--- config.mk ---
export PLATFORM = sky130hd
export DESIGN_NAME = enc4x2_reg
export DESIGN_NICKNAME = d
export VERILOG_FILES = /design/src/rtl/enc4x2_reg.sv
export SDC_FILE = /design/constraint.sdc
export NUM_CORES = 1
export LEC_CHECK = 0
export BUFFER_PORTS_ARGS = -buffer_cell sky130_fd_sc_hd__buf_2
export CAP_MARGIN = 20
export CELL_PAD_IN_SITES_DETAIL_PLACEMENT = 0
export CELL_PAD_IN_SITES_GLOBAL_PLACEMENT = 1
export CORE_ASPECT_RATIO = 0.5
export CORE_UTILIZATION = 30
export DETAILED_ROUTE_END_ITERATION = 8
export GPL_ROUTABILITY_DRIVEN = 0
export PLACE_DENSITY = 0.61
export SLEW_MARGIN = 20
export SYNTH_ARGS = -nofsm -noshare
export SYNTH_HDL_FRONTEND = slang
export SYNTH_SLANG_ARGS = --single-unit
--- constraint.sdc ---
create_clock -name CLK -period 1.62 [get_ports CLK]
set_clock_uncertainty 0.2 [all_clocks]
set_input_delay 0.324 -clock CLK [delete_from_list [all_inputs] [get_ports CLK]]
set_output_delay 0.324 -clock CLK [all_outputs]
set_load 0.02 [all_outputs]
--- src/rtl/enc4x2_reg.sv ---
// ============================================================================
// enc4x2_reg : registered 4-to-2 priority encoder with a 2-entry output FIFO
// Optional multi-hot detection enabled by macro ENC_ONEHOT_CHK_EN
// Revision   : 1.0
// ============================================================================
`default_nettype none

module enc4x2_reg (
    input  logic       CLK,
    input  logic       RSTn,
    input  logic       D3,
    input  logic       D2,
    input  logic       D1,
    input  logic       D0,
    input  logic       IN_VLD,
    output logic       IN_RDY,
    output logic       Y1,
    output logic       Y0,
    output logic       V,
    output logic       OUT_VLD,
    input  logic       OUT_RDY,
    output logic [7:0] CNT,
    output logic       ERR
);

    typedef enum logic [1:0] {
        S_EMPTY = 2'd0,
        S_ONE   = 2'd1,
        S_FULL  = 2'd2
    } state_t;

    state_t     state_q, state_d;
    // Entry layout: {Y1, Y0, V}
    logic [2:0] head_q, head_d;
    logic [2:0] tail_q, tail_d;
    logic [7:0] cnt_q, cnt_d;
    logic [2:0] enc;
    logic       push;
    logic       pop;

    always_comb begin
        enc = 3'b000;
        if (D3)      enc = 3'b111;
        else if (D2) enc = 3'b101;
        else if (D1) enc = 3'b011;
        else if (D0) enc = 3'b001;
    end

    // Ready is a pure function of state, never of OUT_RDY.
    assign IN_RDY  = (state_q != S_FULL);
    assign OUT_VLD = (state_q != S_EMPTY);
    assign push    = IN_VLD & IN_RDY;
    assign pop     = OUT_VLD & OUT_RDY;

    always_comb begin
        state_d = state_q;
        head_d  = head_q;
        tail_d  = tail_q;
        cnt_d   = cnt_q;
        if (push) cnt_d = cnt_q + 8'd1;
        case (state_q)
            S_EMPTY: begin
                if (push) begin
                    state_d = S_ONE;
                    head_d  = enc;
                end
            end
            S_ONE: begin
                if (push && pop) begin
                    head_d = enc;
                end else if (push) begin
                    state_d = S_FULL;
                    tail_d  = enc;
                end else if (pop) begin
                    state_d = S_EMPTY;
                    head_d  = 3'b000;
                end
            end
            S_FULL: begin
                if (pop) begin
                    state_d = S_ONE;
                    head_d  = tail_q;
                    tail_d  = 3'b000;
                end
            end
            default: begin
                state_d = S_EMPTY;
                head_d  = 3'b000;
                tail_d  = 3'b000;
            end
        endcase
    end

    always_ff @(posedge CLK or negedge RSTn) begin
        if (!RSTn) begin
            state_q <= S_EMPTY;
            head_q  <= 3'b000;
            tail_q  <= 3'b000;
            cnt_q   <= 8'd0;
        end else begin
            state_q <= state_d;
            head_q  <= head_d;
            tail_q  <= tail_d;
            cnt_q   <= cnt_d;
        end
    end

    // Gate with OUT_VLD so the outputs read zero whenever nothing is held.
    assign Y1  = head_q[2] & OUT_VLD;
    assign Y0  = head_q[1] & OUT_VLD;
    assign V   = head_q[0] & OUT_VLD;
    assign CNT = cnt_q;

`ifdef ENC_ONEHOT_CHK_EN
    logic err_q, err_d;
    logic multi_hot;

    assign multi_hot = (D3 & D2) | (D3 & D1) | (D3 & D0) |
                       (D2 & D1) | (D2 & D0) | (D1 & D0);

    always_comb begin
        err_d = err_q | (push & multi_hot);
    end

    always_ff @(posedge CLK or negedge RSTn) begin
        if (!RSTn) err_q <= 1'b0;
        else       err_q <= err_d;
    end

    assign ERR = err_q;
`else
    assign ERR = 1'b0;
`endif

endmodule

`default_nettype wire

# [Word-level counts from Yosys, hierarchy flattened]
# Cells that the tools add are included.
[classes] addsub=1 mul=0 div_mod_pow=0 order_cmp=0 n_eq_ne=10 n_shift=0 muxes=18 n_bitwise=6 reduce_logical=6
[op_table] operator="$mux W3" n=8
[op_table] operator="$pmux W3 S3" n=2
[op_table] operator="$mux W2" n=6
[op_table] operator="$reduce_and A4 Y1" n=3
[op_table] operator="$ne A2 B2 Y1 const B" n=5
[op_table] operator="$ne A3 B3 Y1 const B" n=3
[op_table] operator="$add A8 B1 Y8 const B" n=1
[op_table] operator="$pmux W2 S3" n=1
[op_table] operator="$and A1 B1 Y1" n=5
[op_table] operator="$eq A2 B1 Y1 const B" n=1
[op_table] operator="$eq A2 B2 Y1 const B" n=1
[op_table] operator="$logic_not A2 Y1" n=1
[op_table] operator="$reduce_bool A2 Y1" n=1
[op_table] operator="$logic_and A1 B1 Y1" n=1
[op_table] operator="$mux W1" n=1
[op_table] operator="$not A1 Y1" n=1
[word_totals] ff_bits=16 latchBits=0 mem_bits_rw=0 mem_bits_ro=0 output_inout_bits=14 wordCells=45 n_memories=0

# [Longest topological paths before layout]
[depth] ltp_word=7 ltp_mapped=6

# [Worst setup path after synthesis]
# No wires, ideal clock.
[synth_timing] kind="register to register" startpoint="register state_q[1]" endpoint="register cnt_q[7] (netlist: CNT[7])" t_arrival_ps=1242 t_required_ps=1341 slack_ps=98 stages_incl_launch_ff=7 synth_period_minus_slack_ps=1522 path_cell_list="dfrtp_1 > buf_2 > nor2b_4 > inv_2 > nand3_2 > nor3_1 > xor2_1"
[synth_via] elab_chain_len=2
[synth_rtl] element="start: declaration" line_no="32" text="state_t state_q, state_d;"
[synth_rtl] element="start signal: assignment" line_no="101" text="state_q <= state_d;"
[synth_rtl] element="$ne A2 B2 Y1" line_no="50" text="assign IN_RDY = (state_q != S_FULL);"
[synth_rtl] element="named net IN_RDY" line_no="16" text="output logic IN_RDY,"
[synth_rtl] element="$and A1 B1 Y1" line_no="52" text="assign push = IN_VLD & IN_RDY;"
[synth_rtl] element="end signal: assignment" line_no="104" text="cnt_q <= cnt_d;"
[synth_rtl] element="end: declaration" line_no="36" text="logic [7:0] cnt_q, cnt_d;"
# The timed path passes the listed nets, and every way through them passes these cells.
# A chain may end at the register's enable or synchronous reset.

# [Worst setup path after layout]
[layout_timing] startpoint="register state_q[0]" endpoint="output port IN_RDY"
[layout_via] elab_chain_len=1
[layout_rtl] element="$ne A2 B2 Y1" line_no="50"
[layout_rtl] element="end: declaration" line_no="16"
# No other way between the ends.

==> impl_metrics.tcl <==
set metrics [dict create \
    hold_viol 0 \
    vdd_drop_max_uv 755 \
    grt_max_degree 17 \
    ys_seq_area_share_pct 46.9 \
    synth_compound_area_share_pct 17.4 \
    path_clk_slew_ns 0.07 \
    core.rowCount 13 \
    layout_setup_ws_ns 0.0219 \
    rrSetupSlack_ns 0.05 \
    cts-root-buf "clkbuf_8" \
    dp.cells 149 \
    yosys.area_share.adder_pct 1.46 \
    boundaryPins 22 \
    fillers 258 \
    synth_edf_count 0 \
    clockBufferDepth 2 \
    port_buffers 20 \
    fp.coreArea_um2 2650 \
    dieArea_um2 3080 \
    cts_tree "done" \
    overflow 0 \
    cts.sinks 16 \
    hold_class "primary input to flip-flop" \
    grt_pass1_wl_mm 2.99 \
    drc 0 \
    die_h_um 39.7 \
    wl_mm 1.81 \
    stdcell_count 162 \
    crit_arrival_ns 1.07 \
    drv_cap 0 \
    grt_usage_pct 13.5 \
    async_flop_share_pct 100 \
    status "finished, final reports clean" \
    die_w_um 77.5 \
    powerDensity_nw_per_um2 1430 \
    num_vias 738 \
    synthDistinctLibCells 33 \
    rsz0062_at_grt "yes" \
    ant_nets 0 \
    hpwl_mm 1.29 \
    postSynthCellCount 88 \
    synthesis.area_um2 855 \
    syn_to_final_growth_pct 40.7 \
    fmaxAchievable_mhz 626 \
    clk_latency_ns 0.25 \
    diodes 0 \
    cts_made_buffers 3 \
    synth_area_per_cell_um2 9.71 \
    grt_pass1_vias 648 \
    dpl_worst_slack_ns -0.0564 \
    cp_max_fo 5 \
    fin_nets 135 \
    setup_viol 0 \
    critPathKind "flip-flop to primary output" \
    synth-main-ff-cell "dfrtp_1" \
    drv_slew 0 \
    start_util_pct 32.2 \
    via_per_inst 4.56 \
    drive_above_1_share_pct 42.4 \
    antenna_found_initial 0 \
    yosys.area_share.simple_pct 18.7 \
    drt_iter0_markers 29 \
    synthMuxAreaShare_pct 2.49 \
    synth_xor_area_share_pct 7.17 \
    leakagePower_uw 0.000598 \
    finalCriticalPeriod_ns 1.60 \
    htree_levels 1 \
    routedWlPerCell_um 11.2 \
    ys.warnings.count 0 \
    critPathLaunchType "flip-flop" \
    synth_fp_nets 97 \
    synth_top_family_by_area "simple AND/OR/NAND/NOR gates" \
    crit_path_end_kind "primary output" \
    ys_ff_latch 16 \
    first_pass_iters 3 \
    tns_ns 0 \
    cp_data_required_time_ns 1.10 \
    finalCritPeriodShare_pct 98.6 \
]
==> path summary, 6_finish.rpt <==
kind / start / end / cells after the start
max: state_q[0] / IN_RDY / 3
max in group asynchronous: RSTn / state_q[1] / 2
max reg2reg: state_q[1] / head_q[2] / 5
min reg2reg: CNT[7] / CNT[7] / 1
min in group asynchronous: RSTn / head_q[2] / 2
min: OUT_RDY / state_q[1] / 2
==> critical path: stages (launching register included) <==
cell and delay, ns:
dfrtp_2 0.46, nor2b_4 0.17, inv_4 0.06, buf_6 0.13
==> routing by layer <==
layer  vias up  GRT usage, %  wire length (um)
met3         0          5.12                75
met4         0          2.83                 0
li1        374             -                 -
met1       350          17.1               902
met5         -             0                 0
met2        14          22.3               830
==> registers in the layout, indices dropped and copies added (netlist names) <==
name,count
state_q,2
tail_q,3
CNT,8
head_q,3
==> kinds of logic (layout without fill, tap and decap cells) <==
| group | Yosys count | in the layout |
|---|---|---|
| mux | 2 | 2 |
| compound gates | 21 | 21 |
| flops | 16 | 16 |
| buf+inv | 10 | 47 |
| xor+xnor | 7 | 7 |
| other cells | 1 | 1 |
| simple gates | 30 | 30 |
| fa+ha+maj | 1 | 1 |
==> placed cells by master, fill, tap and decap left out, types with 2 or more instances in the layout <==
| master | count |
|---|---|
| buf_2 | 19 |
| buf_4 | 16 |
| dfrtp_1 | 14 |
| nand2_1 | 10 |
| nor2_1 | 5 |
| a22o_1 | 5 |
| nor2b_1 | 4 |
| xor2_1 | 4 |
| a21oi_1 | 4 |
| o21ai_1 | 4 |
| clkbuf_8 | 4 |
| inv_1 | 3 |
| xnor2_1 | 3 |
| nand3_2 | 2 |
| nor3_1 | 2 |
| buf_6 | 2 |
| dfrtp_2 | 2 |
==> stage by stage <==
step           power (uW)  hold WS, ns  util [%]  area (um2)
3_3_place_gp         1300       0.0631      39.3        1040
3_5_place_dp         1310       0.0607      39.3        1040
2_1_floorplan        1080       -0.172         -         855
4_1_cts              1720        0.161      44.2        1170
6_report             1710        0.169      45.4        1200
5_1_grt              1840        0.182      45.4        1200
==> repair_timing <==
| action | in CTS | in global routing |
|---|---|---|
| hold endpoints to repair | 16 | 0 |
| resized for setup | 5 | 6 |
| setup buffers | 7 | 1 |
| hold buffers | 1 | 0 |
| setup endpoints to repair | 5 | 8 |
| pin swaps | 0 | 3 |
==> cells in the mapped netlist, types with 2 or more instances <==
library cell	n	share of area [%]
a21oi_1	4	2.3
a22o_1	5	5.1
buf_2	4	2.3
dfrtp_1	16	47
inv_1	3	1.3
inv_2	2	0.88
nand2_1	10	4.4
nand3_2	2	2.3
nor2_1	6	2.6
nor2b_1	4	2.9
nor3_1	2	1.2
o21ai_1	4	2.3
xnor2_1	3	3.1
xor2_1	4	4.1
==> power by group <==
part | total [uW] | internal [uW] | switching, uW
Sequential | 669 | 538 | 130
Combinational | 689 | 326 | 363
Clock | 356 | 216 | 141
Total | 1710 | 1080 | 634
==> area by class of cell <==
class                           count  area [um2]  area share [%]
Timing Repair Buffer               38         248            20.6
Clock buffer                        4        55.1            4.58
Multi-Input combinational cell     62         429            35.7
Tap cell                           37        46.3            3.85
Sequential cell                    16         403            33.5
Inverter                            5        21.3            1.77
No activity file was read; power rests on OpenSTA's default activity.
